## config.mk

```make
export PLATFORM = sky130hd
export DESIGN_NAME = uart_alu_sequencer
export DESIGN_NICKNAME = d
export VERILOG_FILES = /design/src/rtl/uart_alu_sequencer.sv
export SDC_FILE = /design/constraint.sdc
export NUM_CORES = 1
export LEC_CHECK = 0
export CAP_MARGIN = 20
export CORE_MARGIN = 2
export CORE_UTILIZATION = 53
export CTS_CLUSTER_DIAMETER = 40
export DETAILED_ROUTE_END_ITERATION = 6
export PLACE_DENSITY = 0.89
export SETUP_SLACK_MARGIN = 0.4
export SLEW_MARGIN = 5
export SYNTH_ARGS = -nofsm -noshare
export SYNTH_HDL_FRONTEND = slang
export SYNTH_SLANG_ARGS = --single-unit
```

## constraint.sdc

```tcl
create_clock -name i_clk -period 4.6 [get_ports i_clk]
set_input_delay 1.38 -clock i_clk [delete_from_list [all_inputs] [get_ports i_clk]]
set_output_delay 1.38 -clock i_clk [all_outputs]
set_load 0.02 [all_outputs]
```

## src/rtl/uart_alu_sequencer.sv

```systemverilog
// uart_alu_sequencer: pulls operand A, operand B and opcode from the RX FIFO,
// presents them to the combinational ALU, latches the result and pushes it to
// the TX FIFO. Partial frames that stall longer than TIMEOUT_CYCLES are
// discarded so the host can resynchronise.
module uart_alu_sequencer #(
    parameter int NB_DATA        = 8,
    parameter int NB_OP          = 6,
    parameter int TIMEOUT_CYCLES = 1_000_000,
    parameter int NB_TIMEOUT     = 20
) (
    input  logic               i_clk,
    input  logic               i_reset,
    input  logic               i_rx_empty,
    input  logic [NB_DATA-1:0] i_rx_data,
    output logic               o_read_uart,
    input  logic               i_tx_full,
    output logic               o_write_uart,
    output logic [NB_DATA-1:0] o_tx_data,
    output logic [NB_DATA-1:0] o_alu_a,
    output logic [NB_DATA-1:0] o_alu_b,
    output logic [NB_OP-1:0]   o_alu_op,
    input  logic [NB_DATA-1:0] i_alu_result,
    output logic               o_busy,
    output logic               o_frame_error,
    output logic [7:0]         o_frame_cnt
);

    typedef enum logic [2:0] {
        ST_GET_A,
        ST_GET_B,
        ST_GET_OP,
        ST_EXEC,
        ST_SEND
    } state_t;

    // TIMEOUT_CYCLES == 0 disables the timeout; the counter then stays at 0.
    localparam bit TO_EN = (TIMEOUT_CYCLES > 0);
    localparam logic [NB_TIMEOUT-1:0] TO_LAST =
        NB_TIMEOUT'((TIMEOUT_CYCLES > 0) ? TIMEOUT_CYCLES - 1 : 0);

    state_t               state_q, state_d;
    logic [NB_DATA-1:0]   alu_a_q, alu_a_d;
    logic [NB_DATA-1:0]   alu_b_q, alu_b_d;
    logic [NB_OP-1:0]     alu_op_q, alu_op_d;
    logic [NB_DATA-1:0]   tx_data_q, tx_data_d;
    logic [7:0]           frame_cnt_q, frame_cnt_d;
    logic                 frame_error_q, frame_error_d;
    logic [NB_TIMEOUT-1:0] to_cnt_q, to_cnt_d;
    logic                 read_s, write_s, timeout_fire;

    // Next-state, datapath capture, timeout counting and FIFO strobes.
    // A firing timeout takes priority over a byte arriving in the same cycle:
    // that byte stays in the FIFO and becomes operand A of the next frame.
    always_comb begin
        state_d       = state_q;
        alu_a_d       = alu_a_q;
        alu_b_d       = alu_b_q;
        alu_op_d      = alu_op_q;
        tx_data_d     = tx_data_q;
        frame_cnt_d   = frame_cnt_q;
        frame_error_d = 1'b0;
        to_cnt_d      = '0;
        read_s        = 1'b0;
        write_s       = 1'b0;
        timeout_fire  = TO_EN && ((state_q == ST_GET_B) || (state_q == ST_GET_OP))
                        && (to_cnt_q == TO_LAST);
        case (state_q)
            ST_GET_A: begin
                if (!i_rx_empty) begin
                    read_s  = 1'b1;
                    alu_a_d = i_rx_data;
                    state_d = ST_GET_B;
                end
            end
            ST_GET_B, ST_GET_OP: begin
                if (timeout_fire) begin
                    frame_error_d = 1'b1;
                    state_d       = ST_GET_A;
                end else if (!i_rx_empty) begin
                    read_s = 1'b1;
                    if (state_q == ST_GET_B) begin
                        alu_b_d = i_rx_data;
                        state_d = ST_GET_OP;
                    end else begin
                        alu_op_d = i_rx_data[NB_OP-1:0];
                        state_d  = ST_EXEC;
                    end
                end else begin
                    to_cnt_d = TO_EN ? to_cnt_q + 1'b1 : '0;
                end
            end
            ST_EXEC: begin
                tx_data_d = i_alu_result;
                state_d   = ST_SEND;
            end
            ST_SEND: begin
                if (!i_tx_full) begin
                    write_s     = 1'b1;
                    frame_cnt_d = frame_cnt_q + 8'd1;
                    state_d     = ST_GET_A;
                end
            end
            default: state_d = ST_GET_A;
        endcase
    end

    // State and datapath registers with synchronous reset.
    always_ff @(posedge i_clk) begin
        if (i_reset) begin
            state_q       <= ST_GET_A;
            alu_a_q       <= '0;
            alu_b_q       <= '0;
            alu_op_q      <= '0;
            tx_data_q     <= '0;
            frame_cnt_q   <= '0;
            frame_error_q <= 1'b0;
            to_cnt_q      <= '0;
        end else begin
            state_q       <= state_d;
            alu_a_q       <= alu_a_d;
            alu_b_q       <= alu_b_d;
            alu_op_q      <= alu_op_d;
            tx_data_q     <= tx_data_d;
            frame_cnt_q   <= frame_cnt_d;
            frame_error_q <= frame_error_d;
            to_cnt_q      <= to_cnt_d;
        end
    end

    assign o_read_uart   = read_s & ~i_reset;
    assign o_write_uart  = write_s & ~i_reset;
    assign o_busy        = ((state_q == ST_EXEC) || (state_q == ST_SEND)) & ~i_reset;
    assign o_tx_data     = tx_data_q;
    assign o_alu_a       = alu_a_q;
    assign o_alu_b       = alu_b_q;
    assign o_alu_op      = alu_op_q;
    assign o_frame_error = frame_error_q;
    assign o_frame_cnt   = frame_cnt_q;

endmodule

```

==> summary.txt <==
Core area -> 4690 sq um
Final Hold Viols -> 0
First drt pass iteration count -> 4
Vias in the first global route -> 1985
Commonest non-fill, non-tap cell in the layout -> dfxtp_1
First-pass GRT wire length -> 9.11 mm
Outcome -> finished, final reports clean
XOR/XNOR Fraction of Synth Area -> 8.90%
Crit path time final -> 4.08 ns
Post-Layout Cell Count -> 398
Die span in y -> 73.5 microns
Hold Path Stages -> 2
# fillers -> 373
Wire per inst -> 13.6 microns
CP arrival -> 2.70 ns
Initial core utilization -> 54.5%
H-tree levels -> 3
Largest net degree at the start of global routing -> 34
Max-cap violations -> 0
CTS sink count -> 62
R2R cell count -> 5
Crit path kind -> input port to primary output
CTS root buffer -> clkbuf_8
Complex-gate fraction of the synthesized area -> 2.35%
R2r setup slk -> 2.49 ns
Final setup fails -> 0
Fin Setup TNS -> 0 ns
Total wire length -> 5.43 mm
Die area -> 5400 sq um
RSZ-0062 raised after global routing -> false
Clock transition at path regs -> 0.06 ns
Final Wtd Congestion -> 0.792
Total power -> 0.00109 W
CP Capture Type -> primary output
Distinct cell type count after synthesis -> 29
Fmax -> 245 MHz
Adder-Cell Fraction of Synth Area -> 0.978%
Via density per instance -> 5.29
Skew final -> 0.00715 ns
Area Growth Syn to Fin -> 31.6%
Warning count from the yosys run -> 0
Worst-path fanout max -> 5
Post-detail-place hpwl -> 3.85 mm
Mux contribution to synthesized area -> 9.39%
Tcrit/Tclk final -> 88.8%
Cts hold-fix bufs -> 0
Via count -> 2105
Max-slew violations -> 0
Initial antenna violation count -> 0
Syn Area/Cell -> 9.20 sq um
Sequential cell area fraction in the yosys report -> 48.5%
Iter 0 DRT Violations -> 111
VDD IR-drop max -> 0.199 mV
Post-Syn Instances -> 278
Total CTS buffers -> 9
Layout cell share with drive strength beyond 1 -> 5.23%
Io pins -> 62
Final #Nets -> 362
Worst-margin pin slew -> 0.730 ns
Remaining global-route overflow -> 0
Power per cell area -> 324 nW/um^2
Chip width -> 73.5 microns
Biggest area consumer among synthesized cells -> dfxtp_1
PortBufs -> 61
P_leak -> 1.30 nW
Cell Rows -> 25
Critical Path RT -> 3.22 ns
Commonest non-fill, non-tap cells in the layout -> 62 x dfxtp_1, 59 x clkdlybuf4s50_1, 42 x nor2_1, 26 x nand2_1, 24 x mux2i_1
Largest family of logic cells by synthesized area -> simple AND/OR/NAND/NOR gates
Worst-Skew Late Latency -> 0.34 ns
Hold WC Path Type -> register to register
GR Util All Layers -> 22.3%
Synth Net Count -> 300
Crit path launch type -> input port
Top cells by area, synth -> dfxtp_1 49%, mux2i_1 9.4%, nor2_1 6.2%, nand2b_1 5.6%, xor2_1 5.5%
Slew headroom -> 50.9%
Dpl cells -> 383
Top cell type's share of synthesized area -> 48.5%
Detail Route Antenna Nets -> 0
# diodes -> 0
Synth Area in Simple Gates -> 27.2%
Hold_ws -> 0.461 ns
CTS max path bufs -> 2
Synthesized area -> 2560 sq um
Yosys reg bits -> 62
DRC Markers -> 0
CTS tree -> built
[power breakdown]
part | internal, W | total, W | switching [W] | leakage [nW]
clock | 0.000222 | 0.000414 | 0.000193 | 0.0865
combinational | 0.0000563 | 0.000114 | 0.0000574 | 0.708
sequential | 0.000551 | 0.000563 | 0.0000123 | 0.502
[synth_stat cells (all sizes together)]
library cell  number
a21oi             12
and3               5
and4               1
and4b              1
buf                5
clkbuf             8
dfxtp             62
ha                 2
inv                2
mux2i             24
nand2             26
nand2b            23
nand3             16
nand3b             1
nand4              6
nand4b             1
nor2              42
nor2b              1
nor3               5
nor3b              1
nor4               4
nor4b              3
or3                1
xnor2             10
xor2              16
[worst max-delay path, stage by stage]
cell             delay, ns
clkdlybuf4s50_1       0.53
a21oi_1               0.17
clkdlybuf4s50_1       0.63
[final cells by class]
cell class / instances / area, sq um / area share [%]
Multi-Input combinational cell: 201 / 1250 / 37.1
Sequential cell: 62 / 1240 / 36.8
Timing Repair Buffer: 64 / 634 / 18.8
Clock buffer: 14 / 163 / 4.83
Tap cell: 54 / 67.6 / 2.01
Inverter: 2 / 7.51 / 0.223
Clock inverter: 1 / 5.00 / 0.149
[kinds of logic (layout without fill, tap and decap cells)]
kind of cell | Yosys count | after routing
and+or+nand+nor | 137 | 137
DFF | 62 | 62
xor gates and xnor gates | 26 | 26
muxes | 24 | 24
buffers and inverters | 15 | 81
AOI/OAI and AO/OA | 12 | 12
adders and majority gates | 2 | 2
[metrics by stage]
| stage | util (%) | setup WS (ns) | cell area [sq um] |
|---|---|---|---|
| final | 71.8 | 0.515 | 3370 |
| after global placement | 68.2 | 0.394 | 3200 |
| after global routing | 71.8 | 0.467 | 3370 |
| after floorplan | - | 0.968 | 2560 |
| after CTS | 71.7 | 0.445 | 3370 |
| after detailed placement | 68.2 | 0.347 | 3200 |
[what timing repair did]
| action | 4_1_cts | 5_1_grt |
|---|---|---|
| setup endpoints to repair | 1 | 1 |
| setup buffers | 0 | 0 |
| resized for setup | 1 | 1 |
[path summary, 6_finish.rpt]
check / from / end
worst min register to register: o_alu_a[4] / o_alu_a[4]
worst min-delay path: o_alu_a[4] / o_alu_a[4]
worst max register to register: to_cnt_q[0] / to_cnt_q[3]
worst max-delay path: i_reset / o_busy
[metal layers]
metal	share of wire, %	wire, microns	up-vias	track usage [%]
li1	-	-	1054	-
met1	44	2400	975	27.2
met5	0	0	-	0
met4	1.6	89	0	12.1
met2	49	2650	67	36.0
met3	5.4	295	9	5.35
[state kept, by name (all words and copies together), names as in the netlist]
signal and cells:
o_alu_op 6, o_alu_b 8, to_cnt_q 20, o_frame_cnt 8
o_alu_a 8, o_tx_data 8, state_q 3, o_frame_error 1
Power figures use the tool's default switching activity.
